==> src/rtl/mmm_rj_seq_reg.sv <==
`default_nettype none
// +--------------------------------------------------------------------------+
// | mmm_rj_seq_reg                                                           |
// | Montgomery multiplier partial-result register with iteration counter and |
// | start/done/ack handshake towards the exponentiation controller.          |
// | Revision: 1.0                                                            |
// +--------------------------------------------------------------------------+
module mmm_rj_seq_reg #(
   parameter int WIDTH = 10,
   parameter int SHIFT = 1,
   parameter int ITER  = 10,
   parameter int CNT_W = 4
) (
   input  logic                   clk,
   input  logic                   rst,
   input  logic                   en,
   input  logic                   start,
   input  logic [WIDTH+SHIFT-1:0] rjo,
   input  logic                   ack,
   output logic [WIDTH-1:0]       reg_rji,
   output logic [CNT_W-1:0]       iter_cnt,
   output logic                   busy,
   output logic                   done
);

   typedef enum logic [1:0] {
      S_IDLE = 2'b00,
      S_RUN  = 2'b01,
      S_DONE = 2'b10
   } state_t;

   localparam logic [CNT_W-1:0] ITER_LAST = CNT_W'(ITER - 1);

   state_t           state_q, state_d;
   logic [WIDTH-1:0] reg_rji_q, reg_rji_d;
   logic [CNT_W-1:0] iter_cnt_q, iter_cnt_d;
   logic             busy_q, busy_d;
   logic             done_q, done_d;

   // Low SHIFT bits of the adder output are retired each iteration.
   logic rjo_low_unused;
   assign rjo_low_unused = ^rjo[SHIFT-1:0];

   always_comb begin
      state_d    = state_q;
      reg_rji_d  = reg_rji_q;
      iter_cnt_d = iter_cnt_q;
      if (en) begin
         case (state_q)
            S_IDLE: begin
               if (start) begin
                  state_d    = S_RUN;
                  reg_rji_d  = '0;
                  iter_cnt_d = '0;
               end
            end
            S_RUN: begin
               if (start) begin
                  reg_rji_d  = '0;
                  iter_cnt_d = '0;
               end else begin
                  reg_rji_d  = rjo[WIDTH+SHIFT-1:SHIFT];
                  iter_cnt_d = iter_cnt_q + CNT_W'(1);
                  if (iter_cnt_q == ITER_LAST) begin
                     state_d = S_DONE;
                  end
               end
            end
            S_DONE: begin
               // A new start takes precedence over acknowledging the old result.
               if (start) begin
                  state_d    = S_RUN;
                  reg_rji_d  = '0;
                  iter_cnt_d = '0;
               end else if (ack) begin
                  state_d = S_IDLE;
               end
            end
            default: begin
               state_d    = S_IDLE;
               reg_rji_d  = '0;
               iter_cnt_d = '0;
            end
         endcase
      end
      busy_d = (state_d == S_RUN);
      done_d = (state_d == S_DONE);
   end

   always_ff @(posedge clk) begin
      if (rst) begin
         state_q    <= S_IDLE;
         reg_rji_q  <= '0;
         iter_cnt_q <= '0;
         busy_q     <= 1'b0;
         done_q     <= 1'b0;
      end else begin
         state_q    <= state_d;
         reg_rji_q  <= reg_rji_d;
         iter_cnt_q <= iter_cnt_d;
         busy_q     <= busy_d;
         done_q     <= done_d;
      end
   end

   assign reg_rji  = reg_rji_q;
   assign iter_cnt = iter_cnt_q;
   assign busy     = busy_q;
   assign done     = done_q;

endmodule
`default_nettype wire

==> config.mk <==
export PLATFORM = sky130hd
export DESIGN_NAME = mmm_rj_seq_reg
export DESIGN_NICKNAME = d
export VERILOG_FILES = /design/src/rtl/mmm_rj_seq_reg.sv
export SDC_FILE = /design/constraint.sdc
export NUM_CORES = 1
export LEC_CHECK = 0
export BUFFER_PORTS_ARGS = -buffer_cell sky130_fd_sc_hd__buf_2
export CAP_MARGIN = 20
export CORE_UTILIZATION = 47
export DETAILED_ROUTE_END_ITERATION = 12
export GPL_TIMING_DRIVEN = 0
export PLACE_DENSITY = 0.86
export SLEW_MARGIN = 20
export SYNTH_ARGS = -nofsm -noshare
export SYNTH_HDL_FRONTEND = slang
export SYNTH_SLANG_ARGS = --single-unit
==> constraint.sdc <==
create_clock -name clk -period 2.5 [get_ports clk]
set_input_delay 0.125 -clock clk [delete_from_list [all_inputs] [get_ports clk]]
set_output_delay 0.125 -clock clk [all_outputs]
set_load 0.01 [all_outputs]
==> results.cfg, run 1 <==
[final_layout]
nFillCells = 117
n_antenna_cell = 0
area_growth_pct = 28.1
nNetsFinal = 125
drive_above_1_share_pct = 35.8
fin_cells = 121

[synth]
synth_area_leaders = dfxtp_1, a22oi_1, nor2_1
synth_fp_nets = 91
synth-edff-count = 0
synth_top_area_share_pct = 50.5
synthFlopType = dfxtp_1
yosysSeqAreaShare_pct = 50.5
ys.warnings.count = 0
yosys.area.top_type = dfxtp_1
syn_avg_cell_area_um2 = 9.77
ys_types = 27
async_flop_share_pct = 0
netlist_instances = 73
syn_area_um2 = 713
ys_ff_latch = 18

[grt]
gr-total-overflow = 0
grt_pass1_wl_mm = 2.15
antenna_found_initial = 0
grt_use_total_pct = 20.0
grt_max_degree = 11
first_global_vias = 518

[clock_tree]
cts_sinks = 18
ctsResizeCount = 0
root_buffer = clkbuf_4
numCtsBuffers = 3
cts_tree = yes
cts_buffer_depth = 2
cts_max_level = 1
post_cts_buffers = 0
clk_latency_ns = 0.29
path_clk_slew_ns = 0.10
hold_buffers = 0

[pwr]
switching_share_pct = 23.3
power_frac_comb_pct = 10.2
internal_power_uw = 408
p_per_area_mw_per_mm2 = 582
power_frac_seq_pct = 56.3
p_leak_nw = 0.432
power.share.clock_pct = 33.5
ir_drop_mv = 0.459
p_switching_uw = 124

[route]
avgViaCountPerCell = 5.40
drtIter0Drc = 17
wl_per_cell_um = 12.1
drc = 0
dr.pass1.iters = 4
dr_total_vias = 654
routed_wirelength_mm = 1.47
ant_nets = 0

[die]
die_area_mm2 = 0.00168
io_pins = 32
rows = 13
start_util_pct = 52.8
die_x_um = 41.0
coreArea_mm2 = 0.00135
die_h_um = 41.0

[critical_path]
rr_endpoint = busy
arrival_ns = 1.65
rrSetupSlack_ns = 1.06
required_ns = 2.70
path_max_fanout = 5
crit_end = busy
cp-start-kind = flop
reg2reg_from = iter_cnt[1]
crit_path_end_kind = flop
worstSetupPathType = flop to flop
ff2ff_path_depth = 5
critPathLaunch = iter_cnt[1]

[timing]
period_share_pct = 57.7
fin_worst_skew_ns = 0.00165
fin_tns_setup_ns = 0
worst_pin_slew_ns = 0.402
hold_viol = 0
slew_headroom_pct = 73.2
setup_viol = 0
period_minus_slack_ns = 1.44
report.final.slew_viol_count = 0
rsz0062_at_grt = no
max_freq_mhz = 693

[run]
cap_viol_max_count = 0

[hold_path]
hold_class = primary input to flop
hp-start = rjo[5]

[place]
io_buffers = 29
place_congestion = 0.672
dp_hpwl_mm = 1.08
place_inst = 117

[outcome]
status = completed
through the flow:
step	power (mW)	worst slack (ns)	utilization [%]	instance area, um^2	hold WS [ns]
CTS	0.533	1.03	67.7	913	0.0788
detailed placement	0.360	1.06	65.0	877	0.390
finish	0.532	1.06	67.7	913	0.0752
floorplan	0.336	1.12	-	713	0.288
global placement	0.358	1.10	65.0	877	0.371
global route	0.554	0.973	67.7	913	0.0732
logic make-up (layout without fill, tap and decap cells):
| logic type | count (synthesis) | count (layout) | share of synthesized area, % |
|---|---|---|---|
| AOI/OAI and AO/OA | 23 | 23 | 23.7 |
| and+or+nand+nor | 21 | 21 | 14.7 |
| DFF | 18 | 18 | 50.5 |
| buffers and inverters | 7 | 40 | 4.91 |
| adders and majority gates | 2 | 2 | 3.51 |
| xor gates and xnor gates | 1 | 1 | 1.23 |
| muxes | 1 | 1 | 1.40 |
sequential cells by signal, summed over array words and instances, names as in the netlist:
signal    cells
state_q       2
done          1
reg_rji      10
busy          1
iter_cnt      4
routing by layer:
layer	GRT usage (%)	share of wire (%)	vias up
met5	0	0	-
met4	12.5	0.95	0
met3	3.26	4.3	2
met2	34.4	51	19
met1	22.5	43	302
li1	-	-	331
final cells by class:
| type | instances | area [um^2] | share of cell area (%) |
|---|---|---|---|
| multi-input combinational | 48 | 318 | 34.8 |
| buffer | 4 | 23.8 | 2.60 |
| sequential | 18 | 360 | 39.5 |
| clock buffer | 4 | 36.3 | 3.97 |
| inverter | 3 | 11.3 | 1.23 |
| tap | 15 | 18.8 | 2.05 |
| timing repair buffer | 29 | 145 | 15.9 |
power by group through the flow:
stage               Clock [mW]  Combinational (mW)  Sequential (mW)
floorplan                    0              0.0277            0.308
global placement             0              0.0523            0.306
detailed placement           0              0.0542            0.306
CTS                      0.179              0.0545            0.299
global route             0.193              0.0604            0.301
finish                   0.178              0.0541            0.299
cell usage in the layout (no fill, tap or decap), types with 2 or more instances in the layout:
master | netlist | layout
a21o_1 | 2 | 2
inv_1 | 3 | 3
dfxtp_1 | 18 | 18
a21oi_1 | 2 | 2
a22oi_1 | 11 | 11
nor2_1 | 14 | 14
clkbuf_4 | 0 | 3
nor2b_1 | 2 | 2
ha_1 | 2 | 2
buf_2 | 1 | 30
cell usage after synthesis (all sizes together) (2+ instances only):
library cell / n
inv: 3
nor2: 14
ha: 2
a21o: 2
buf: 3
a21oi: 2
dfxtp: 18
nor2b: 2
a22oi: 11
o21ai: 2
worst max-delay path: stages, from the launching register on:
cell and delay (ns):
dfxtp_1 0.42, inv_1 0.07, ha_1 0.17, nor2b_1 0.13
a211o_1 0.30, a221oi_1 0.26
how the worst min path moves through the flow:
stage / end / slack, ns / depth (start not counted)
after global placement: reg_rji[5] / 0.37 / 3
after global routing: reg_rji[8] / 0.07 / 3
after floorplan: reg_rji[0] / 0.29 / 2
after detailed placement: reg_rji[7] / 0.39 / 3
after CTS: reg_rji[5] / 0.08 / 3
final: reg_rji[4] / 0.08 / 3
Power figures use the tool's default switching activity.
==> run 2, diff against run 1 <==
--- a/config.mk
+++ b/config.mk
@@ -7,10 +7,11 @@
 export LEC_CHECK = 0
 export BUFFER_PORTS_ARGS = -buffer_cell sky130_fd_sc_hd__buf_2
 export CAP_MARGIN = 20
-export CORE_UTILIZATION = 47
+export CORE_ASPECT_RATIO = 0.75
+export CORE_UTILIZATION = 40
 export DETAILED_ROUTE_END_ITERATION = 12
 export GPL_TIMING_DRIVEN = 0
-export PLACE_DENSITY = 0.86
+export PLACE_DENSITY = 0.78
 export SLEW_MARGIN = 20
 export SYNTH_ARGS = -nofsm -noshare
 export SYNTH_HDL_FRONTEND = slang
==> constraint.sdc (replaced) <==
create_clock -name clk -period 1.3 [get_ports clk]
set_input_delay 0.065 -clock clk [delete_from_list [all_inputs] [get_ports clk]]
set_output_delay 0.065 -clock clk [all_outputs]
set_load 0.01 [all_outputs]
==> results.cfg, run 2 (synthesis gave the netlist of run 1 again) <==
[critical_path]
worstSetupPathType = flop to flop
path_max_fanout = 2
arrival_ns = 1.48
ff2ff_path_depth = 5
reg2reg_from = iter_cnt[1]
rrSetupSlack_ns = 0.04
crit_end = busy
cp-start-kind = flop
critPathLaunch = iter_cnt[1]
rr_endpoint = busy
crit_path_end_kind = flop
required_ns = 1.52

[route]
ant_nets = 0
routed_wirelength_mm = 1.64
drc = 0
drtIter0Drc = 14
dr_total_vias = 673
wl_per_cell_um = 12.7
avgViaCountPerCell = 5.22
dr.pass1.iters = 4

[die]
start_util_pct = 45.2
rows = 12
io_pins = 32
die_x_um = 50.8
die_area_mm2 = 0.00196
die_h_um = 38.6
coreArea_mm2 = 0.00158

[final_layout]
register_area_um2 = 370
fin_cells = 129
area_growth_pct = 36.3
drive_above_1_share_pct = 44.4
nFillCells = 156
largest_reg_flops = 10
stdcell_area_um2 = 972
n_antenna_cell = 0
multi_input_area_um2 = 344
layout_commonest_cell = buf_2
layout_common_cells = buf_2, nor2_1, dfxtp_1
nNetsFinal = 127

[clock_tree]
cts_buffer_depth = 2
path_clk_slew_ns = 0.10
cts_max_level = 1
root_buffer = clkbuf_4
numCtsBuffers = 3
cts_sinks = 18
clk_latency_ns = 0.30
hold_buffers = 0
cts_tree = yes

[pwr]
p_per_area_mw_per_mm2 = 1060
ir_drop_mv = 0.609
p_leak_nw = 0.449

[place]
place_inst = 123
io_buffers = 29
place_congestion = 0.727
placed_cell_area_um2 = 890
dp_hpwl_mm = 1.12

[timing]
hold_viol = 0
slew_headroom_pct = 72.2
period_share_pct = 96.9
period_minus_slack_ns = 1.26
rsz0062_at_grt = yes
max_freq_mhz = 794
worst_pin_slew_ns = 0.417
setup_viol = 0
fin_worst_skew_ns = 0.00621
report.final.slew_viol_count = 0

[grt]
gr-total-overflow = 0
grt_max_degree = 11
first_global_vias = 537
grt_use_total_pct = 17.9
grt_pass1_wl_mm = 2.39
antenna_found_initial = 0

[outcome]
status = completed

[hold_path]
hp-start = rjo[4]
hold_class = primary input to flop

[run]
cap_viol_max_count = 0
## run 2: cell count changes in the layout (fill, tap and decap cells not counted), sizes merged
| cell | before | now |
|---|---|---|
| buf | 32 | 34 |
## run 2: how the worst min path moves through the flow
stage | end | slack (ns) | cells after the start
2_1_floorplan | reg_rji[0] | 0.23 | 2
3_3_place_gp | reg_rji[7] | 0.31 | 3
3_5_place_dp | reg_rji[7] | 0.33 | 3
4_1_cts | reg_rji[3] | 0.01 | 3
5_1_grt | reg_rji[8] | 0.02 | 3
6_report | reg_rji[3] | 0.007 | 3
## run 2: timing repair
action                                 CTS  global route
gates resized for setup                  1             8
endpoints found under the hold margin    0             0
setup endpoints to repair                1             5
pin swaps                                0             2
buffers inserted                         1             1
## run 2: layout make-up
cell class	count	share of cell area [%]
Buffer	4	2.45
Clock buffer	4	3.73
Inverter	3	1.16
Multi-Input combinational cell	48	35.4
Sequential cell	18	38.1
Tap cell	21	2.70
Timing Repair Buffer	31	16.5
## run 2: worst max-delay path, cell delays in order (launching register included)
cell      delay, ns
dfxtp_4        0.36
inv_2          0.04
ha_4           0.14
nor2b_4        0.12
a211o_1        0.31
a221oi_2       0.21
## run 2: power breakdown
group	switching [mW]	internal (mW)
Clock	0.178	0.171
Sequential	0.0116	0.562
Combinational	0.0593	0.0528
Total	0.249	0.786
## run 2: through the flow
step | hold slack (ns) | setup slack [ns] | TNS, ns | power [mW] | utilization [%]
floorplan | 0.228 | 0.0297 | 0 | 0.645 | -
global placement | 0.312 | -0.0121 | -0.0121 | 0.688 | 56.4
detailed placement | 0.326 | -0.0259 | -0.0259 | 0.691 | 56.4
CTS | 0.0103 | 0.0154 | 0 | 1.03 | 59.6
global route | 0.0160 | -0.0111 | -0.0111 | 1.09 | 61.7
finish | 0.00667 | 0.0409 | 0 | 1.04 | 61.7
## run 2: metal layers
layer	vias up	routed length (um)	track usage, %
met4	0	17	8.33
li1	334	-	-
met3	3	89	8.24
met5	-	0	0
met2	17	862	28.7
met1	319	675	20.7
==> run 3, diff against run 2 <==
--- a/config.mk
+++ b/config.mk
@@ -7,12 +7,10 @@
 export LEC_CHECK = 0
 export BUFFER_PORTS_ARGS = -buffer_cell sky130_fd_sc_hd__buf_2
 export CAP_MARGIN = 20
-export CORE_ASPECT_RATIO = 0.75
 export CORE_UTILIZATION = 40
 export DETAILED_ROUTE_END_ITERATION = 12
-export GPL_TIMING_DRIVEN = 0
 export PLACE_DENSITY = 0.78
-export SLEW_MARGIN = 20
+export SLEW_MARGIN = 30
 export SYNTH_ARGS = -nofsm -noshare
 export SYNTH_HDL_FRONTEND = slang
 export SYNTH_SLANG_ARGS = --single-unit
==> results.cfg, run 3 (synthesis gave the netlist of run 1 again) <==
[hold_path]
hp-start = rjo[5]
hold_class = primary input to flop

[grt]
first_global_vias = 577
grt_pass1_wl_mm = 2.45
antenna_found_initial = 0
grt_max_degree = 18
gr-total-overflow = 0
grt_use_total_pct = 17.3

[clock_tree]
clk_latency_ns = 0.29
cts_max_level = 1
hold_buffers = 0
root_buffer = clkbuf_4
cts_tree = yes
numCtsBuffers = 3
cts_sinks = 18
cts_buffer_depth = 2
path_clk_slew_ns = 0.09

[place]
place_ws_ns = 0.0344
placed_cell_area_um2 = 887
io_buffers = 30
place_inst = 118
place_congestion = 0.755
dp_hpwl_mm = 1.03

[pwr]
power.share.clock_pct = 29.2
power_frac_seq_pct = 59.4
p_per_area_mw_per_mm2 = 1030
p_leak_nw = 0.439
internal_power_uw = 734
switching_share_pct = 24.1
p_switching_uw = 233
ir_drop_mv = 0.674
power_frac_comb_pct = 11.4

[route]
drtIter0Drc = 15
drc = 0
dr_total_vias = 671
ant_nets = 0
wl_per_cell_um = 12.2
dr.pass1.iters = 6
avgViaCountPerCell = 5.50
routed_wirelength_mm = 1.49

[outcome]
status = completed

[timing]
rsz0062_at_grt = no
fin_ws_ns = 0.0505
fin_worst_skew_ns = 0.000539
max_freq_mhz = 800
slew_headroom_pct = 72.6
report.final.slew_viol_count = 0
period_share_pct = 96.1
timing.hold.ws_ns = 0.0194
worst_pin_slew_ns = 0.408
hold_viol = 0
period_minus_slack_ns = 1.25
fin_tns_setup_ns = 0
setup_viol = 0

[die]
die_area_mm2 = 0.00196
rows = 14
io_pins = 32
start_util_pct = 45.2
die_x_um = 44.2
coreArea_mm2 = 0.00158
die_h_um = 44.2

[critical_path]
reg2reg_from = iter_cnt[1]
required_ns = 1.51
cp_cell_sequence = inv_2 > ha_2 > nor2b_4 > a211o_1 > a221oi_2
worstSetupPathType = flop to flop
path_max_fanout = 2
crit_path_end_kind = flop
arrival_ns = 1.46
cp-start-kind = flop
critPathMaxStageDelay_ns = 0.36
critPathLaunch = iter_cnt[1]
rrSetupSlack_ns = 0.05
crit_slowest_cell = dfxtp_4

[run]
cap_viol_max_count = 0

[final_layout]
n_antenna_cell = 0
largest_reg_flops = 10
drive_above_1_share_pct = 44.3
area_growth_pct = 31.8
layout_commonest_cell = buf_2
nNetsFinal = 125
fin_cells = 122
stdcell_area_um2 = 940
layout_common_cells = buf_2, nor2_1, dfxtp_1
## run 3: metal layers
metal / GRT usage [%] / share of wire [%]
met1: 21.8 / 45
met2: 26.8 / 47
met3: 4.90 / 5.2
met4: 9.09 / 2.2
met5: 0 / 0
## run 3: final cells by class
| type | instances | area (um^2) |
|---|---|---|
| clock buffer | 4 | 26.3 |
| fill | 144 | 637 |
| inverter | 3 | 11.3 |
| multi-input combinational | 48 | 342 |
| sequential | 18 | 368 |
| tap | 16 | 20.0 |
| timing repair buffer | 33 | 173 |
## run 3: metrics by stage
step,utilization [%],power [mW]
global route,59.6,1.01
finish,59.6,0.967
floorplan,-,0.645
CTS,57.9,0.963
global placement,56.3,0.686
detailed placement,56.3,0.689
## run 3: what timing repair did
item	in CTS	in global routing
buffers inserted	0	0
gates resized for setup	0	8
endpoints found under the setup margin	0	14
endpoints found under the hold margin	0	0
## run 3: worst max-delay path, delay by kind of cell, from the launching register on
kind	cells	cell delay, ns
fa+ha+maj	1	0.15
simple gates	1	0.12
compound gates	2	0.52
buf+inv	1	0.03
flops	1	0.36
## run 3: final timing paths
check | end | cells past startpoint
hold reg to reg | busy | 1
hold / removal | reg_rji[4] | 3
setup / recovery | busy | 5
setup reg to reg | busy | 5
## run 3: power by group through the flow
stage | registers (mW) | clock network (mW) | logic, mW
floorplan | 0.591 | 0 | 0.0533
detailed placement | 0.585 | 0 | 0.104
global route | 0.577 | 0.308 | 0.123
CTS | 0.573 | 0.286 | 0.105
global placement | 0.585 | 0 | 0.101
finish | 0.574 | 0.282 | 0.111
